File: src/rtl/uart_cmd_pkg.sv
// rtl/uart_cmd_pkg.sv - shared types and codes for the UART command packet parser
package uart_cmd_pkg;

   typedef enum logic [2:0] {
      ST_SYNC,
      ST_CMD,
      ST_LEN,
      ST_PAYLOAD,
      ST_CHK
   } state_t;

   localparam logic [7:0] CMD_KEY  = 8'h01;
   localparam logic [7:0] CMD_MODE = 8'h02;
   localparam logic [7:0] CMD_DATA = 8'h03;
   localparam logic [7:0] CMD_END  = 8'h04;

   localparam logic [7:0] RSP_OK   = 8'h00;
   localparam logic [7:0] RSP_CHK  = 8'h01;
   localparam logic [7:0] RSP_BAD  = 8'h02;
   localparam logic [7:0] RSP_DROP = 8'h04;

   localparam logic [7:0] DEFAULT_SYNC_BYTE = 8'hA5;

   // Unknown commands are never legal, whatever their length.
   function automatic logic len_ok(input logic [7:0] cmd, input logic [7:0] len);
      case (cmd)
         CMD_KEY:  return len == 8'd8;
         CMD_MODE: return len == 8'd1;
         CMD_DATA: return 1'b1;
         CMD_END:  return len == 8'd0;
         default:  return 1'b0;
      endcase
   endfunction

endpackage

File: src/rtl/uart_cmd_parser.sv
// rtl/uart_cmd_parser.sv - frames UART bytes into checksummed command packets for the cipher core
module uart_cmd_parser
   import uart_cmd_pkg::*;
#(
   parameter logic [7:0] SYNC_BYTE      = DEFAULT_SYNC_BYTE,
   parameter int         TIMEOUT_CYCLES = 200000
) (
   input  logic        clk,
   input  logic        rst,
   input  logic [7:0]  rx_data,
   input  logic        rx_valid,
   input  logic        rx_parity_err,
   output logic [63:0] key_out,
   output logic        mode_out,
   output logic        key_en,
   output logic [7:0]  data_out,
   output logic        data_wr,
   input  logic        data_full,
   output logic        stream_end,
   output logic [7:0]  resp_data,
   output logic        resp_valid,
   input  logic        resp_ready,
   output logic        err_overflow,
   output logic        err_frame
);

   localparam int            TW       = $clog2(TIMEOUT_CYCLES + 1);
   localparam logic [TW-1:0] TMO_LAST = TW'(TIMEOUT_CYCLES - 1);

   state_t        state_q, state_d;
   logic [7:0]    cmd_q, cmd_d;
   logic [7:0]    cnt_q, cnt_d;
   logic [7:0]    chk_q, chk_d;
   logic          bad_q, bad_d;
   logic          drop_q, drop_d;
   logic [63:0]   key_sh_q, key_sh_d;
   logic          mode_sh_q, mode_sh_d;
   logic [63:0]   key_q, key_d;
   logic          mode_q, mode_d;
   logic          key_en_q, key_en_d;
   logic [7:0]    data_q, data_d;
   logic          data_wr_q, data_wr_d;
   logic          stream_end_q, stream_end_d;
   logic [7:0]    resp_data_q, resp_data_d;
   logic          resp_valid_q, resp_valid_d;
   logic          err_ovf_q, err_ovf_d;
   logic          err_frame_q, err_frame_d;
   logic [TW-1:0] tmo_q, tmo_d;
   logic          abort;
   logic          byte_ok;
   logic [7:0]    rsp;

   always_comb begin
      state_d      = state_q;
      cmd_d        = cmd_q;
      cnt_d        = cnt_q;
      chk_d        = chk_q;
      bad_d        = bad_q;
      drop_d       = drop_q;
      key_sh_d     = key_sh_q;
      mode_sh_d    = mode_sh_q;
      key_d        = key_q;
      mode_d       = mode_q;
      key_en_d     = 1'b0;
      data_d       = data_q;
      data_wr_d    = 1'b0;
      stream_end_d = stream_end_q;
      resp_data_d  = resp_data_q;
      resp_valid_d = resp_valid_q;
      err_ovf_d    = err_ovf_q;
      err_frame_d  = err_frame_q;
      tmo_d        = tmo_q;
      abort        = 1'b0;
      rsp          = RSP_OK;
      byte_ok      = rx_valid && !rx_parity_err;

      if (resp_valid_q && resp_ready) begin
         resp_valid_d = 1'b0;
      end

      // Inside a packet, a parity error or a silent line abandons the packet.
      if (state_q != ST_SYNC) begin
         if (rx_valid) begin
            tmo_d = '0;
         end else if (tmo_q == TMO_LAST) begin
            abort = 1'b1;
         end else begin
            tmo_d = tmo_q + 1'b1;
         end
         if (rx_parity_err) begin
            abort = 1'b1;
         end
      end

      if (abort) begin
         state_d     = ST_SYNC;
         tmo_d       = '0;
         err_frame_d = 1'b1;
      end else if (byte_ok) begin
         case (state_q)
            ST_SYNC: begin
               if (rx_data == SYNC_BYTE) begin
                  state_d = ST_CMD;
               end
            end
            ST_CMD: begin
               cmd_d   = rx_data;
               chk_d   = rx_data;
               bad_d   = 1'b0;
               drop_d  = 1'b0;
               state_d = ST_LEN;
            end
            ST_LEN: begin
               cnt_d   = rx_data;
               chk_d   = chk_q ^ rx_data;
               bad_d   = !len_ok(cmd_q, rx_data) || (cmd_q == CMD_DATA && stream_end_q);
               state_d = (rx_data != 8'd0) ? ST_PAYLOAD : ST_CHK;
            end
            ST_PAYLOAD: begin
               cnt_d = cnt_q - 8'd1;
               chk_d = chk_q ^ rx_data;
               if (cnt_q == 8'd1) begin
                  state_d = ST_CHK;
               end
               if (cmd_q == CMD_DATA) begin
                  if (data_full || stream_end_q) begin
                     drop_d    = 1'b1;
                     err_ovf_d = 1'b1;
                  end else begin
                     data_d    = rx_data;
                     data_wr_d = 1'b1;
                  end
               end else if (!bad_q && cmd_q == CMD_KEY) begin
                  key_sh_d = {key_sh_q[55:0], rx_data};
               end else if (!bad_q && cmd_q == CMD_MODE) begin
                  mode_sh_d = rx_data[0];
               end
            end
            ST_CHK: begin
               state_d = ST_SYNC;
               if (rx_data != chk_q) rsp = rsp | RSP_CHK;
               if (bad_q)            rsp = rsp | RSP_BAD;
               if (drop_q)           rsp = rsp | RSP_DROP;
               if (rsp == RSP_OK) begin
                  case (cmd_q)
                     CMD_KEY: begin
                        key_d    = key_sh_q;
                        key_en_d = 1'b1;
                     end
                     CMD_MODE: begin
                        mode_d   = mode_sh_q;
                        key_en_d = 1'b1;
                     end
                     CMD_END:  stream_end_d = 1'b1;
                     default:  ;
                  endcase
               end
               // An unread status is lost when the next one lands on top of it.
               if (resp_valid_q && !resp_ready) begin
                  err_ovf_d = 1'b1;
               end
               resp_data_d  = rsp;
               resp_valid_d = 1'b1;
            end
            default: state_d = ST_SYNC;
         endcase
      end
   end

   always_ff @(posedge clk) begin
      if (rst) begin
         state_q      <= ST_SYNC;
         cmd_q        <= 8'h00;
         cnt_q        <= 8'h00;
         chk_q        <= 8'h00;
         bad_q        <= 1'b0;
         drop_q       <= 1'b0;
         key_sh_q     <= 64'h0;
         mode_sh_q    <= 1'b0;
         key_q        <= 64'h0;
         mode_q       <= 1'b0;
         key_en_q     <= 1'b0;
         data_q       <= 8'h00;
         data_wr_q    <= 1'b0;
         stream_end_q <= 1'b0;
         resp_data_q  <= 8'h00;
         resp_valid_q <= 1'b0;
         err_ovf_q    <= 1'b0;
         err_frame_q  <= 1'b0;
         tmo_q        <= '0;
      end else begin
         state_q      <= state_d;
         cmd_q        <= cmd_d;
         cnt_q        <= cnt_d;
         chk_q        <= chk_d;
         bad_q        <= bad_d;
         drop_q       <= drop_d;
         key_sh_q     <= key_sh_d;
         mode_sh_q    <= mode_sh_d;
         key_q        <= key_d;
         mode_q       <= mode_d;
         key_en_q     <= key_en_d;
         data_q       <= data_d;
         data_wr_q    <= data_wr_d;
         stream_end_q <= stream_end_d;
         resp_data_q  <= resp_data_d;
         resp_valid_q <= resp_valid_d;
         err_ovf_q    <= err_ovf_d;
         err_frame_q  <= err_frame_d;
         tmo_q        <= tmo_d;
      end
   end

   assign key_out      = key_q;
   assign mode_out     = mode_q;
   assign key_en       = key_en_q;
   assign data_out     = data_q;
   assign data_wr      = data_wr_q;
   assign stream_end   = stream_end_q;
   assign resp_data    = resp_data_q;
   assign resp_valid   = resp_valid_q;
   assign err_overflow = err_ovf_q;
   assign err_frame    = err_frame_q;

endmodule

File: config.mk
export PLATFORM = sky130hd
export DESIGN_NAME = uart_cmd_parser
export DESIGN_NICKNAME = d
export VERILOG_FILES = /design/src/rtl/uart_cmd_pkg.sv /design/src/rtl/uart_cmd_parser.sv
export SDC_FILE = /design/constraint.sdc
export NUM_CORES = 1
export LEC_CHECK = 0
export CAP_MARGIN = 10
export CORE_ASPECT_RATIO = 0.7
export CORE_UTILIZATION = 40
export CTS_CLUSTER_SIZE = 8
export DETAILED_ROUTE_END_ITERATION = 10
export SYNTH_ARGS = -nofsm -noshare
export SYNTH_HDL_FRONTEND = slang
export SYNTH_SLANG_ARGS = --single-unit
File: constraint.sdc
create_clock -name clk -period 1.7 [get_ports clk]
set_input_delay 0.17 -clock clk [delete_from_list [all_inputs] [get_ports clk]]
set_output_delay 0.17 -clock clk [all_outputs]
set_load 0.01 [all_outputs]
After elaboration in Yosys (flattened, before gate mapping):

Index checks and enable logic that the tools add are counted.

* bitwise gates (word level): 9
* eq/ne operators: 20
* $add $sub $neg: 2
* reductions and logical operators: 42
* muxes and demuxes: 34

Operators by type and width (number)
* $mux 18: 2
* $pmux 8 s2: 2
* $reduce_and 5->1: 6
* $eq 8x1->1 const B: 3
* $mux 8: 3
* $add 18x1->18 const B: 1
* $eq 18x18->1 const B: 1
* $reduce_and 3->1: 6
* $mux 1: 17
* $eq 8x2->1 const B: 2
* $logic_not 8->1: 2
* $mux 3: 4
* $ne 2x2->1 const B: 6
* $pmux 3 s4: 1
* $reduce_and 6->1: 2
* $reduce_bool 2->1: 5
* $reduce_or 5->1: 2
* $eq 8x3->1 const B: 1
* $eq 8x4->1 const B: 1
* $eq 8x8->1 const B: 1
* $ne 8x8->1: 1
* $not 1->1: 8
* $reduce_bool 8->1: 1
* $sub 8x1->8 const B: 1
* 14 further kinds: 28

* output and inout bits: 87
* bits of input ports: 14
* word-level logic and storage cells: 126
* flip-flop bits (word level): 199

Depth between registers and ports, before layout:

* depth after elaboration: 10
* gate-level depth with buffers: 8
* gate-level depth less buffers: 6

Worst setup path after synthesis:

OpenSTA, ideal clock, no wires.

* path type: register to register
* from: reg cmd_q[3]
* to: reg key_sh_q[41]
* setup time: 0.143 ns
* arrival time: 1.736 ns
* cell stages (with the launch flop): 8
* clock period less this slack: 1.879 ns
* setup slack: -0.179 ns
* data required time: 1.557 ns
* path through: dfxtp_1 -> nor4_4 -> nand2_4 -> or4_1 -> buf_2 -> buf_6 -> nand2_1 -> a21oi_2

* cells in the longest elaborated chain, start to end: 3
* elaborated cells between the ends (all ways): 5

RTL lines
* from (decl): RTL line uart_cmd_parser.sv:31 `logic [7:0] cmd_q, cmd_d;`
* from (signal assigned): RTL line uart_cmd_parser.sv:193 `cmd_q <= cmd_d;`
* $eq 8x1->1 or $eq 8x2->1 (tied branches): RTL line uart_cmd_parser.sv:133, uart_cmd_parser.sv:125
* $logic_and 1x1->1 or $not 1->1 (tied branches)
* $reduce_and 5->1 (no source line) (*)
* to (signal assigned): RTL line uart_cmd_parser.sv:198 `key_sh_q <= key_sh_d;`
* to (decl): RTL line uart_cmd_parser.sv:36 `logic [63:0] key_sh_q, key_sh_d;`

Every way passes the cells marked *; elsewhere a longest branch is shown, timed or not.
A chain may end at the register's enable or synchronous reset.

Worst setup path in the final report:

* from: reg chk_q[7]
* to: reg key_q[1], in the netlist key_out[1]

* cells in the longest elaborated chain, start to end: 9

RTL lines
* from (decl): RTL line uart_cmd_parser.sv:33 `logic [7:0] chk_q, chk_d;`
* from (signal assigned): RTL line uart_cmd_parser.sv:195 `chk_q <= chk_d;`
* $ne 8x8->1: RTL line uart_cmd_parser.sv:141 `if (rx_data != chk_q) rsp = rsp | RSP_CHK;`
* $mux 1: RTL line uart_cmd_parser.sv:141
* $mux 2: RTL line uart_cmd_parser.sv:142 `if (bad_q) rsp = rsp | RSP_BAD;`
* $mux 3: RTL line uart_cmd_parser.sv:143 `if (drop_q) rsp = rsp | RSP_DROP;`
* $mux 8: RTL line uart_cmd_parser.sv:100 `case (state_q)`
* $mux 8: RTL line uart_cmd_parser.sv:99 `end else if (byte_ok) begin`
* $mux 8: RTL line uart_cmd_parser.sv:95 `if (abort) begin`
* $logic_not 8->1: RTL line uart_cmd_parser.sv:144 `if (rsp == RSP_OK) begin`
* $reduce_and 5->1 (no source line)
* to (signal assigned): RTL line uart_cmd_parser.sv:200 `key_q <= key_d;`
* to (decl): RTL line uart_cmd_parser.sv:38 `logic [63:0] key_q, key_d;`

No other way between the ends. The select of a mux whose other input is x is not followed.

==> results.sh <==
export IMPL_syn_cell_area_mm2=0.00864
export IMPL_yosysTopAreaCellShare=0.449
export IMPL_setup_tns_ns=-22.73
export IMPL_synthArstFlopShare=0
export IMPL_status="finished with violations"
export IMPL_fmax_ghz=0.522
export IMPL_ys_flop_type="dfxtp_1"
export IMPL_diodes=0
export IMPL_slew_limit_headroom=0.649
export IMPL_grt_pass1_vias=6608
export IMPL_start_util=0.412
export IMPL_rows=44
export IMPL_dpl_instance_area_mm2=0.0104
export IMPL_cts_buffer_depth=2
export IMPL_total_power_mw=8.90
export IMPL_final_cells=1423
export IMPL_hold_viol=0
export IMPL_cp_max_fo=9
export IMPL_yosysTopAreaCell="dfxtp_1"
export IMPL_grt_use_total=0.195
export IMPL_gp_congestion=0.836
export IMPL_drc=0
export IMPL_violations="setup timing"
export IMPL_cts_sinks=194
export IMPL_synth_cell_types=56
export IMPL_ys_seq_area_frac=0.449
export IMPL_grt_pass1_wl_mm=34.6
export IMPL_final_nets=1151
export IMPL_ys_top_cells_by_count="dfxtp_1, nand2_1, a21oi_1"
export IMPL_required_ns=2.06
export IMPL_fin_ws_ns=-0.217
export IMPL_worst_path_max_delay_cell="dfxtp_2"
export IMPL_dr_first_iter_drc_count=512
export IMPL_syn_to_final_growth_pct=37.6
export IMPL_reg2reg_slack_ns=-0.22
export IMPL_syn_area_per_cell_um2=8.86
export IMPL_synth_most_common_cell="dfxtp_1"
export IMPL_clk_latency_ns=0.44
export IMPL_pin_count=101
export IMPL_grt_ovfl_total=0
export IMPL_fp_dieArea_mm2=0.0222
export IMPL_fin_util=0.567
export IMPL_die_h_um=125
export IMPL_h_tree_depth=4
export IMPL_synth_edff_count=0
export IMPL_numPortBuffers=95
export IMPL_tightestPinTransition_ns=0.526
export IMPL_dp_cells=1366
export IMPL_finalSetupViolations=137
export IMPL_clkTransAtPathRegs_ns=0.07
export IMPL_worstHoldPathType="input port to flip-flop"
export IMPL_use_met1=0.301
export IMPL_drt_pass1_iterations=5
export IMPL_cp_end_kind="flip-flop"
export IMPL_dp_hpwl_mm=14.0
export IMPL_core_area_mm2=0.0210
export IMPL_slew_viol_final=0
export IMPL_min_period_ns=1.92
export IMPL_busiest_layer="met1"
export IMPL_rsz0062_at_grt="yes"
export IMPL_design_area_mm2=0.0119
export IMPL_synthTopCellsByArea="dfxtp_1, a21bo_2, nand2_1"
export IMPL_met2_usage=0.267
export IMPL_post_route_period_util=1.13
export IMPL_worst_setup_path_type="flip-flop to flip-flop"
export IMPL_drtAntennaViolNets=0
export IMPL_fill_cells=1874
export IMPL_cts_tree="done"
export IMPL_max_cap_violations=0
export IMPL_synthesis_instances=975
export IMPL_finClkSkew_ns=0.0135
export IMPL_yosysWarnings=0
export IMPL_vias=7456
export IMPL_synth_seq_cells=194
export IMPL_cellPowerDensity_mw_per_mm2=748
export IMPL_path_cells="xnor2_2 > nand4_1 > buf_4 > nor4_4 > buf_6 > buf_12 > clkbuf_16 > nand3_1 > a21oi_1"
export IMPL_worstPathArrival_ns=2.28
export IMPL_grtUsageMet3=0.0420
export IMPL_die_w_um=178
export IMPL_p_leak_nw=4.07
export IMPL_critPathMaxStageDelay_ns=0.35
export IMPL_grt_max_degree=72
export IMPL_drt_total_wl_mm=23.5
export IMPL_ctsHoldBuffers=0
export IMPL_viasPerCell=5.24
export IMPL_cts_root_buf="clkbuf_16"
export IMPL_cts_inserted_buffers=17
export IMPL_antenna_found_initial=1
export IMPL_wl_per_cell_um=16.5
export IMPL_drive_gt1_frac=0.337
export IMPL_ir_drop_uv=718
export IMPL_start_kind="flip-flop"
[state kept, by name, indices dropped and copies added (netlist names), 8 cells and up]
name      cells
chk_q         8
cmd_q         8
cnt_q         8
data_out      8
key_out      64
key_sh_q     64
tmo_q        18
[metrics by stage]
stage	worst slack, ns	hold slack (ns)
global route	-0.300	0.147
CTS	-0.190	0.125
finish	-0.217	0.161
global placement	-0.547	0.445
floorplan	-0.0781	0.358
detailed placement	-0.565	0.452
[worst max-delay path, delay by kind of cell, from the launching register on]
kind	cells	cell delay [ns]
and+or+nand+nor	3	0.53
xor gates and xnor gates	1	0.11
AOI/OAI and AO/OA	1	0.17
buffers and inverters	4	0.67
DFF	1	0.35
[cell usage in the layout (no fill, tap or decap), types with 10 or more instances in the layout]
cell type	count
mux2i_1	17
nor3_1	12
a21oi_2	74
clkdlybuf4s50_1	90
dfxtp_1	185
nand2_4	10
clkbuf_16	28
a21oi_1	80
nand3_1	67
buf_4	82
nand2_2	30
buf_12	14
nand2_1	124
buf_6	15
xor2_1	11
nor2_1	60
a21bo_2	65
xnor2_1	10
o21ai_0	20
[cells by family after synthesis]
group	after synthesis	share of synthesized area
XOR/XNOR	25	0.0253
flip-flops	194	0.449
buffers and inverters	91	0.0636
AO/OA/AOI/OAI	278	0.236
adder cells (fa/ha/maj)	3	0.00434
multiplexers	17	0.0197
AND/OR/NAND/NOR	366	0.201
other	1	0.000434
[per-layer routing]
layer / up-vias / wire length, um
li1: 3712 / -
met1: 3537 / 12200
met2: 184 / 9770
met3: 21 / 1170
met4: 2 / 287
met5: - / 13
[power breakdown]
part | internal (mW) | total [mW] | switching, mW
sequential | 4.55 | 4.56 | 0.00938
combinational | 0.155 | 0.387 | 0.232
clock | 2.07 | 3.95 | 1.88
[timing repair]
action                                  CTS  global route
gates resized for setup                  28           103
cloned                                    1            15
endpoints found under the setup margin  158           170
pin swaps                                 6            51
setup buffers                             2             8
[area by class of cell]
type                    instances  area (um2)  area share
multi-input cells             694        4620       0.388
flip-flops and latches        194        3890       0.328
clock inverters                14         131      0.0110
well taps                     276         345      0.0290
inverters                       5        18.8     0.00158
clock buffers                  18         439      0.0369
repair buffers                222        2440       0.205
[final timing paths]
path,start,endpoint,depth (start not counted)
max,chk_q[7],key_out[1],9
max reg2reg,chk_q[7],key_out[1],9
min reg2reg,resp_data[1],resp_data[1],2
min,rst,cmd_q[1],2
(Power assumes the default switching activity.)
